**config.mk**
```make
export PLATFORM = sky130hd
export DESIGN_NAME = mem_access_unit
export DESIGN_NICKNAME = d
export VERILOG_FILES = /design/src/rtl/mips_pkg.sv /design/src/rtl/mem_bus_fsm.sv /design/src/rtl/mem_access_unit.sv
export SDC_FILE = /design/constraint.sdc
export NUM_CORES = 1
export LEC_CHECK = 0
export CORE_MARGIN = 2
export CORE_UTILIZATION = 37
export CTS_CLUSTER_DIAMETER = 60
export DETAILED_ROUTE_END_ITERATION = 7
export GPL_TIMING_DRIVEN = 1
export PLACE_DENSITY = 0.71
export SKIP_LAST_GASP = 1
export SLEW_MARGIN = 30
export SYNTH_ARGS = -nofsm -noshare
export SYNTH_HDL_FRONTEND = slang
export SYNTH_HIERARCHICAL = 1
export SYNTH_SLANG_ARGS = --single-unit
export TNS_END_PERCENT = 10
```
**constraint.sdc**
```tcl
create_clock -name clk -period 1.87 [get_ports clk]
set_clock_uncertainty 0.2 [all_clocks]
set_input_delay 0.374 -clock clk [delete_from_list [all_inputs] [get_ports clk]]
set_output_delay 0.374 -clock clk [all_outputs]
set_load 0.02 [all_outputs]
```
**src/rtl/mips_pkg.sv**
```systemverilog
// Shared constants and MEM-stage state encoding for the memory access unit.
// Optional bus timeout is enabled with the MEM_TIMEOUT_EN macro.
package mips_pkg;

  localparam int WORD_W     = 32;
  localparam int REG_ADDR_W = 5;

  typedef enum logic [1:0] {
    IDLE   = 2'd0,
    ACCESS = 2'd1,
    DONE   = 2'd2
  } mem_state_t;

  // Timeout counter is never narrower than 8 bits.
  function automatic int cnt_width(input int n);
    int w;
    w = $clog2(n + 1);
    return (w < 8) ? 8 : w;
  endfunction

endpackage

```
**src/rtl/mem_bus_fsm.sv**
```systemverilog
// Data-bus handshake FSM: request/ack sequencing, kill flag and, with
// MEM_TIMEOUT_EN defined, an ACCESS-cycle timeout that aborts to DONE.
module mem_bus_fsm
  import mips_pkg::*;
#(
  parameter int WORD_W         = mips_pkg::WORD_W,
  parameter int TIMEOUT_CYCLES = 255
) (
  input  logic              clk,
  input  logic              reset,
  input  logic              intterupt,
  input  logic              mem_op,
  input  logic              mem_write,
  input  logic [WORD_W-1:0] addr,
  input  logic [WORD_W-1:0] wdata,
  input  logic              mem_ack,
  input  logic [WORD_W-1:0] mem_rdata,
  output mem_state_t        state,
  output logic              stall,
  output logic              mem_req,
  output logic              mem_we,
  output logic [WORD_W-1:0] mem_addr,
  output logic [WORD_W-1:0] mem_wdata,
  output logic [WORD_W-1:0] rdata_cap,
  output logic              kill,
  output logic              bus_err
);

`ifdef MEM_TIMEOUT_EN
  localparam int CNT_W = cnt_width(TIMEOUT_CYCLES);
  localparam logic [CNT_W-1:0] TO_LAST = CNT_W'(TIMEOUT_CYCLES - 1);
  logic [CNT_W-1:0] tmo_cnt;
  logic             err_reg;
  assign bus_err = err_reg;
`else
  assign bus_err = 1'b0;
`endif

  // Gated by reset so the upstream pipeline is released the moment reset asserts.
  assign stall = reset & (((state == IDLE) & mem_op) | (state == ACCESS));

  always_ff @(posedge clk or negedge reset) begin
    if (!reset) begin
      state     <= IDLE;
      mem_req   <= 1'b0;
      mem_we    <= 1'b0;
      mem_addr  <= '0;
      mem_wdata <= '0;
      rdata_cap <= '0;
      kill      <= 1'b0;
`ifdef MEM_TIMEOUT_EN
      tmo_cnt   <= '0;
      err_reg   <= 1'b0;
`endif
    end else begin
`ifdef MEM_TIMEOUT_EN
      err_reg <= 1'b0;
      tmo_cnt <= ((state == ACCESS) && !mem_ack && (tmo_cnt != TO_LAST)) ?
                 tmo_cnt + 1'b1 : '0;
`endif
      case (state)
        IDLE: begin
          if (mem_op) begin
            mem_addr  <= addr;
            mem_wdata <= wdata;
            mem_we    <= mem_write;
            mem_req   <= 1'b1;
            rdata_cap <= '0;
            kill      <= intterupt;
            state     <= ACCESS;
          end
        end
        ACCESS: begin
          if (intterupt) kill <= 1'b1;
          if (mem_ack) begin
            mem_req   <= 1'b0;
            rdata_cap <= mem_we ? '0 : mem_rdata;
            state     <= DONE;
          end
`ifdef MEM_TIMEOUT_EN
          else if (tmo_cnt == TO_LAST) begin
            mem_req   <= 1'b0;
            rdata_cap <= '0;
            err_reg   <= 1'b1;
            state     <= DONE;
          end
`endif
        end
        DONE: begin
          kill  <= 1'b0;
          state <= IDLE;
        end
        default: state <= IDLE;
      endcase
    end
  end

endmodule

```
**src/rtl/mem_access_unit.sv**
```systemverilog
// MEM stage: drives the data-memory handshake via mem_bus_fsm and holds the
// MEM/WB pipeline register. Bus timeout is enabled with MEM_TIMEOUT_EN.
module mem_access_unit
  import mips_pkg::*;
#(
  parameter int WORD_W         = mips_pkg::WORD_W,
  parameter int REG_ADDR_W     = mips_pkg::REG_ADDR_W,
  parameter int TIMEOUT_CYCLES = 255
) (
  input  logic                  clk,
  input  logic                  reset,
  input  logic                  intterupt,
  input  logic                  MemWriteMEM,
  input  logic                  MemReadMEM,
  input  logic                  MemtoRegMEM,
  input  logic                  RegWriteMEM,
  input  logic [WORD_W-1:0]     ALUoutMEM,
  input  logic [WORD_W-1:0]     memwritedataMEM,
  input  logic [REG_ADDR_W-1:0] regwriteaddrMEM,
  output logic                  stall,
  output logic                  mem_req,
  output logic                  mem_we,
  output logic [WORD_W-1:0]     mem_addr,
  output logic [WORD_W-1:0]     mem_wdata,
  input  logic                  mem_ack,
  input  logic [WORD_W-1:0]     mem_rdata,
  output logic                  bus_err,
  output logic                  MemtoRegWB,
  output logic                  RegWriteWB,
  output logic [WORD_W-1:0]     ALUoutWB,
  output logic [WORD_W-1:0]     memreaddataWB,
  output logic [REG_ADDR_W-1:0] regwriteaddrWB
);

  mem_state_t        state;
  logic              mem_op;
  logic              kill;
  logic              wb_load;
  logic [WORD_W-1:0] rdata_cap;

  assign mem_op = MemReadMEM | MemWriteMEM;

  mem_bus_fsm #(
    .WORD_W        (WORD_W),
    .TIMEOUT_CYCLES(TIMEOUT_CYCLES)
  ) u_fsm (
    .clk      (clk),
    .reset    (reset),
    .intterupt(intterupt),
    .mem_op   (mem_op),
    .mem_write(MemWriteMEM),
    .addr     (ALUoutMEM),
    .wdata    (memwritedataMEM),
    .mem_ack  (mem_ack),
    .mem_rdata(mem_rdata),
    .state    (state),
    .stall    (stall),
    .mem_req  (mem_req),
    .mem_we   (mem_we),
    .mem_addr (mem_addr),
    .mem_wdata(mem_wdata),
    .rdata_cap(rdata_cap),
    .kill     (kill),
    .bus_err  (bus_err)
  );

  // MEM/WB advances whenever EX/MEM does: non-memory ops in IDLE, or the DONE cycle.
  assign wb_load = ((state == IDLE) & ~mem_op) | (state == DONE);

  always_ff @(posedge clk or negedge reset) begin
    if (!reset) begin
      MemtoRegWB     <= 1'b0;
      RegWriteWB     <= 1'b0;
      ALUoutWB       <= '0;
      memreaddataWB  <= '0;
      regwriteaddrWB <= '0;
    end else if (wb_load) begin
      MemtoRegWB     <= MemtoRegMEM;
      RegWriteWB     <= RegWriteMEM & ~(intterupt | kill | bus_err);
      ALUoutWB       <= ALUoutMEM;
      memreaddataWB  <= (state == DONE) ? rdata_cap : '0;
      regwriteaddrWB <= regwriteaddrMEM;
    end
  end

endmodule
```
==> implementation parameters, run 1 <==
Parameter                              Value

Run status
  Status ... complete, but fails checks
  Violations in the final reports ... setup timing

Power and ir drop
  Leakage ... 4.80 nW
  Worst VDD drop ... 1240 uV
  PD cells ... 1990 nW/um^2

Placement
  Placed inst area ... 9640 sq um
  Number of placed instances with taps included ... 868
  Number of buffer cells added on primary ports ... 246
  Half-perimeter wire length of the detailed placement result ... 11400 um
  GPL Wtd Cong ... 0.813

Critical path
  Worst Path Class, Setup ... in -> out
  Crit path max-delay cell type ... sky130_fd_sc_hd__clkdlybuf4s50_1
  Worst r2r dst ... u_fsm/rdata_cap[14]$_DFFE_PN0P_
  Data required, critical path ... 1.30 ns
  Cell-by-cell listing of the critical path ... clkdlybuf4s50_1 > or2_4 > and2_4 > o21a_4 > buf_6
  R2R depth ... 9
  Arrival @ worst endpoint ... 1.50 ns
  Worst setup path startpoint ... MemReadMEM
  Cell depth of the worst setup path ... 5
  Critical Path Sink ... stall
  Total buffers and inverters traversed by the critical path ... 2
  Critical Path Source Type ... input port
  Register-to-register setup slack ... -0.15 ns
  Biggest cell delay along the critical path ... 0.39 ns
  Worst Path Max Fanout ... 2
  Cell type group with the largest total delay on the critical path ... buffers and inverters
  Reg2Reg Launch Point ... u_fsm/state[0]$_DFFE_PN0P_
  Setup crit end kind ... primary output

Timing
  Period minus WS final ... 2.08 ns
  Share of the clock period used by the worst path ... 1.11
  Number of max-slew violations in the final report ... 0
  Smallest hold slack ... 0.154 ns
  Relative slew slack ... 0.610
  Slew at the pin with the worst max-slew slack ... 0.586 ns
  Number of endpoints with negative hold slack in the final report ... 0
  Final setup slack of the worst path ... -0.206 ns
  Setup-failing EPs final ... 198
  RSZ-0062 raised after global routing ... yes
  Max Fclk ... 0.482 GHz

Finish
  Number of antenna diodes ... 0
  Flip-flop and latch area ... 4300 sq um
  Number of non-filler instances in the completed layout ... 918
  Ratio of cells with drive above 1 in the final layout ... 0.283
  Number of fillers in the final layout ... 1381
  Most common cell after layout, fill and taps aside ... sky130_fd_sc_hd__clkdlybuf4s50_1
  Relative area change from synthesis to final layout ... 55.7%
  Final standard cell area without fillers ... 10600 sq um
  Fin nets ... 790
  Area occupied by multi-input gates ... 2330 sq um
  Commonest cells after routing, fill and taps aside ... 239 x sky130_fd_sc_hd__clkdlybuf4s50_1, 172 x sky130_fd_sc_hd__dfrtp_1, 77 x sky130_fd_sc_hd__mux2_4

Clock network
  Clock tree from TritonCTS ... done
  Clock buffers created by TritonCTS ... 17
  Number of clock sinks seen by CTS ... 172
  Clock network latency to the later pin of the worst-skew pair ... 0.41 ns
  Number of levels in the clock H-tree ... 4
  Master cell of the clock root buffer ... sky130_fd_sc_hd__clkbuf_16
  Clk buf depth ... 2
  Clock input transition at the sequential cells of the worst setup and hold paths ... 0.07 ns

Floorplanning
  Die span in x ... 139 um
  Y dimension of the die ... 139 um
  Number of rows in the core area ... 49
  Area of the placeable core ... 18000 sq um
  I/O Pins ... 248
  Initial Util ... 0.378
  Die Area ... 19400 sq um

Routing
  Routed WL ... 17000 um
  Number of DRC markers after the initial detailed-route iteration ... 122
  Antenna violation net count after detailed routing ... 0
  Vias per Instance ... 4.85
  Vias ... 4449
  Mean routed wirelength per cell ... 18.6 um
  Number of detailed-route iterations in the first pass ... 4
  Count of unresolved DRC violations after routing ... 0

Yosys
  Number of standard cells after synthesis ... 396
  Register bit count reported by yosys ... 172
  Proportion of synthesized chip area in sequential cells ... 0.634
  Distinct cell type count after synthesis ... 25
  Net count after synthesis ... 510
  Area share of the largest cell type after synthesis ... 0.634
  Netlist area before placement ... 6790 sq um
  Synthesis Warnings ... 6
  Top cell type by total area after synthesis ... sky130_fd_sc_hd__dfrtp_1
  Top cells by area in the synthesized netlist ... sky130_fd_sc_hd__dfrtp_1 63%, sky130_fd_sc_hd__mux2_4 17%, sky130_fd_sc_hd__a22o_1 8.3%
  Post-Synthesis Mean Instance Area ... 17.1 sq um

Global routing
  First-pass GRT wire length ... 27400 um
  Antenna violations before repair ... 0
  Via count of the first global-routing pass ... 4930
  Sum of overflow across all layers after global routing ... 0
  Maximum number of pins on one net before global-route repair ... 173
  Tot GR Track Use ... 0.178

Min path
  Hold Crit Class ... in -> reg

Flow run
  Number of maximum-capacitance violations ... 0
[sequential cells by signal, indices dropped and copies added, names as in the netlist]
| signal | count |
|---|---|
| RegWriteWB | 1 |
| u_fsm/mem_req | 1 |
| memreaddataWB | 32 |
| u_fsm/kill | 1 |
| u_fsm/state | 2 |
| u_fsm/mem_we | 1 |
| u_fsm/mem_addr | 32 |
| u_fsm/rdata_cap | 32 |
| ALUoutWB | 32 |
| MemtoRegWB | 1 |
| regwriteaddrWB | 5 |
| u_fsm/mem_wdata | 32 |
[worst register-to-register path, stage by stage, from the launching register on]
cell and delay [ns]:
sky130_fd_sc_hd__dfrtp_1 0.40, sky130_fd_sc_hd__buf_4 0.14, sky130_fd_sc_hd__buf_6 0.12, sky130_fd_sc_hd__ha_4 0.15, sky130_fd_sc_hd__nor2b_4 0.13, sky130_fd_sc_hd__nor4b_4 0.25
sky130_fd_sc_hd__buf_6 0.18, sky130_fd_sc_hd__buf_4 0.14, sky130_fd_sc_hd__buf_12 0.11, sky130_fd_sc_hd__a22o_1 0.13
[report_power, final]
part / total, mW / internal (mW) / leakage, nW / switching [mW]
Sequential: 6.65 / 5.57 / 2.13 / 1.08
Combinational: 10.9 / 6.22 / 2.39 / 4.71
Clock: 3.40 / 1.78 / 0.278 / 1.62
Total: 21.0 / 13.6 / 4.80 / 7.42
[worst min-delay path by stage]
| stage | startpoint | to | slack (ns) | cells after the start |
|---|---|---|---|---|
| 2_1_floorplan | reset | ALUoutWB[0]$_DFFE_PN0P_ | -0.12 | 0 |
| 3_3_place_gp | u_fsm/rdata_cap[17]$_DFFE_PN0P_ | memreaddataWB[17]$_DFFE_PN0P_ | 0.28 | 1 |
| 3_5_place_dp | u_fsm/rdata_cap[17]$_DFFE_PN0P_ | memreaddataWB[17]$_DFFE_PN0P_ | 0.29 | 1 |
| 4_1_cts | reset | ALUoutWB[30]$_DFFE_PN0P_ | 0.003 | 2 |
| 5_1_grt | MemWriteMEM | u_fsm/mem_we$_DFFE_PN0P_ | 0.13 | 2 |
| 6_report | MemWriteMEM | u_fsm/mem_we$_DFFE_PN0P_ | 0.15 | 2 |
[logic make-up after synthesis]
family	synth area share
compound gates	0.0896
flops	0.634
other cells	0.000553
fa+ha+maj	0.00922
simple gates	0.0133
mux	0.220
buf+inv	0.0332
[synthesized netlist by cell type (all sizes together)]
cell type  number
or2             1
and2            1
o21bai          1
a2bb2oi         1
dfrtp         172
mux2i           1
nor4b           2
a21o            1
nor2b           3
nor3b           1
ha              5
mux2          106
conb            1
nor2            3
a21oi           1
clkbuf          3
buf            23
inv             5
o21a            1
a22o           64
[repair_timing]
action                                  4_1_cts  5_1_grt
pin swaps                                     5        5
gates cloned                                  4        0
setup buffers                                 2       10
endpoints found under the setup margin      242      230
gates resized for setup                      18       12
endpoints found under the hold margin         0       51
hold buffers                                  0        1
[cell type report]
type,count,area share
flip-flops and latches,172,0.407
well taps,229,0.0271
clock buffers,17,0.0403
repair buffers,287,0.288
clock inverters,15,0.0142
inverters,5,0.00178
multi-input cells,193,0.221
[through the flow]
stage	setup TNS, ns	total power, mW	setup WS, ns	utilization
final	-18.57	21.0	-0.206	0.588
after global routing	-30.83	22.1	-0.240	0.588
after CTS	-22.40	21.0	-0.211	0.579
after detailed placement	-81.94	17.1	-0.738	0.537
after global placement	-77.93	16.8	-0.736	0.537
after floorplan	-0.124	12.5	-0.124	-
[metal layers]
metal	vias to the layer above	wire [um]	global-route usage
met5	-	0	0
met4	0	222	0.0431
met3	14	1120	0.0595
met2	172	8470	0.296
met1	2262	7230	0.226
li1	2001	-	-
Note: power is estimated with default switching activity, not from simulation.
==> run 2: changes to the inputs <==
--- a/config.mk
+++ b/config.mk
@@ -11,7 +11,6 @@
 export DETAILED_ROUTE_END_ITERATION = 7
 export GPL_TIMING_DRIVEN = 1
-export PLACE_DENSITY = 0.71
+export PLACE_DENSITY = 0.68
 export SKIP_LAST_GASP = 1
-export SLEW_MARGIN = 30
 export SYNTH_ARGS = -nofsm -noshare
 export SYNTH_HDL_FRONTEND = slang
==> constraint.sdc (replaced) <==
create_clock -name clk -period 2.64 [get_ports clk]
set_clock_uncertainty 0.2 [all_clocks]
set_input_delay 0.264 -clock clk [delete_from_list [all_inputs] [get_ports clk]]
set_output_delay 0.264 -clock clk [all_outputs]
set_load 0.02 [all_outputs]
==> implementation parameters, run 2 (same netlist as run 1, synthesis figures left out) <==
Parameter                              Value

Run status
  Status ... finished, final reports clean

Finish
  Number of antenna diodes ... 0
  Number of non-filler instances in the completed layout ... 896
  Commonest cells after routing, fill and taps aside ... 244 x sky130_fd_sc_hd__clkdlybuf4s50_1, 172 x sky130_fd_sc_hd__dfrtp_1, 77 x sky130_fd_sc_hd__mux2_4
  Final standard cell area without fillers ... 10100 sq um
  Fin nets ... 768
  Relative area change from synthesis to final layout ... 49.4%
  Most common cell after layout, fill and taps aside ... sky130_fd_sc_hd__clkdlybuf4s50_1
  Number of fillers in the final layout ... 1415
  Ratio of cells with drive above 1 in the final layout ... 0.240

Floorplanning
  Area of the placeable core ... 18000 sq um
  Initial Util ... 0.378
  Number of rows in the core area ... 49
  Die Area ... 19400 sq um
  Y dimension of the die ... 139 um
  I/O Pins ... 248
  Die span in x ... 139 um

Power and ir drop
  PD cells ... 1410 nW/um^2
  Total power ... 14.3 mW
  Worst VDD drop ... 654 uV
  Leakage ... 4.56 nW

Critical path
  Worst Path Class, Setup ... reg -> reg
  Worst Path Max Fanout ... 11
  Critical Path Source Type ... flop
  R2R depth ... 5
  Arrival @ worst endpoint ... 2.65 ns
  Crit path max-delay cell type ... sky130_fd_sc_hd__nor4b_2
  Cell-by-cell listing of the critical path ... inv_1 > ha_1 > nor2b_1 > nor4b_2 > a22o_1
  Data required, critical path ... 2.79 ns
  Setup crit end kind ... flop
  Biggest cell delay along the critical path ... 1.06 ns

Placement
  Placed inst area ... 9500 sq um
  Number of buffer cells added on primary ports ... 246
  Post-Place Setup Slack ... -0.134 ns
  Number of placed instances with taps included ... 861
  GPL Wtd Cong ... 0.806
  Half-perimeter wire length of the detailed placement result ... 11500 um

Routing
  Number of detailed-route iterations in the first pass ... 4
  Routed WL ... 17000 um
  Vias ... 4370
  Vias per Instance ... 4.88
  Antenna violation net count after detailed routing ... 0
  Count of unresolved DRC violations after routing ... 0
  Mean routed wirelength per cell ... 18.9 um
  Number of DRC markers after the initial detailed-route iteration ... 140

Clock network
  Clk buf depth ... 2
  Clock input transition at the sequential cells of the worst setup and hold paths ... 0.06 ns
  Clock tree from TritonCTS ... done
  Number of levels in the clock H-tree ... 4
  Number of clock sinks seen by CTS ... 172
  Clock buffers created by TritonCTS ... 17
  Master cell of the clock root buffer ... sky130_fd_sc_hd__clkbuf_16
  Clock network latency to the later pin of the worst-skew pair ... 0.42 ns

Global routing
  First-pass GRT wire length ... 26900 um
  Maximum number of pins on one net before global-route repair ... 97
  Antenna violations before repair ... 0
  Via count of the first global-routing pass ... 4669
  Sum of overflow across all layers after global routing ... 0
  Tot GR Track Use ... 0.176

Timing
  Number of max-slew violations in the final report ... 0
  Smallest hold slack ... 0.243 ns
  Period minus WS final ... 2.50 ns
  Relative slew slack ... 0.164
  Slew at the pin with the worst max-slew slack ... 1.25 ns
  Share of the clock period used by the worst path ... 0.947
  RSZ-0062 raised after global routing ... no
  Setup-failing EPs final ... 0
  Max Fclk ... 0.400 GHz
  Number of endpoints with negative hold slack in the final report ... 0
  Final setup slack of the worst path ... 0.139 ns

Flow run
  Number of maximum-capacitance violations ... 0

Min path
  Hold Crit Class ... in -> reg
  Cell depth of the worst hold path ... 2
## run 2: through the flow
| step | utilization | TNS (ns) |
|---|---|---|
| after floorplan | - | 0 |
| after global placement | 0.529 | -0.229 |
| after detailed placement | 0.529 | -1.30 |
| after CTS | 0.564 | -0.209 |
| after global routing | 0.565 | 0 |
| final | 0.565 | 0 |
## run 2: per-layer routing
layer | vias up | part of all wire | GRT usage
met5 | - | 0 | 0
met4 | 0 | 0.010 | 0.0548
met3 | 11 | 0.063 | 0.0478
met2 | 178 | 0.49 | 0.283
met1 | 2231 | 0.44 | 0.234
li1 | 1950 | - | -
## run 2: worst max-delay path, delay by kind of cell (launching register included)
family / cells / cell delay, ns
AOI/OAI and AO/OA: 1 / 0.26
adders and majority gates: 1 / 0.22
buffers and inverters: 1 / 0.11
DFF: 1 / 0.39
and+or+nand+nor: 2 / 1.26
## run 2: power by group
part / leakage (nW) / switching, mW / total [mW] / internal, mW
Sequential: 2.13 / 0.781 / 4.73 / 3.95
Clock: 0.293 / 1.00 / 2.53 / 1.53
Combinational: 2.14 / 3.19 / 7.08 / 3.89
Total: 4.56 / 4.97 / 14.3 / 9.37
## run 2: timing repair
action | CTS | global route
endpoints found under the hold margin | 104 | 0
gates resized for setup | 1 | 0
hold buffers | 2 | 0
buffers inserted | 0 | 0
cloned | 0 | 1
endpoints found under the setup margin | 11 | 10
pin swaps | 0 | 1
## run 2: cell type report
type                       instances  area (sq um)  share of cell area
clock buffer                      24           502              0.0495
multi-input combinational        194          2280               0.225
tap                              229           287              0.0283
sequential                       172          4300               0.424
clock inverter                     8           106              0.0105
timing repair buffer             264          2640               0.260
inverter                           5          18.8             0.00185
## run 2: final timing paths
path	startpoint	endpoint	slack (ns)
setup / recovery	u_fsm/state[1]$_DFFE_PN0P_	u_fsm/rdata_cap[13]$_DFFE_PN0P_	0.14
hold / removal	mem_rdata[1]	u_fsm/rdata_cap[1]$_DFFE_PN0P_	0.24
setup reg to reg	u_fsm/state[1]$_DFFE_PN0P_	u_fsm/rdata_cap[13]$_DFFE_PN0P_	0.14
hold reg to reg	u_fsm/rdata_cap[11]$_DFFE_PN0P_	memreaddataWB[11]$_DFFE_PN0P_	0.30
max in group asynchronous	reset	u_fsm/mem_addr[12]$_DFFE_PN0P_	1.16
min in group asynchronous	reset	ALUoutWB[10]$_DFFE_PN0P_	0.30
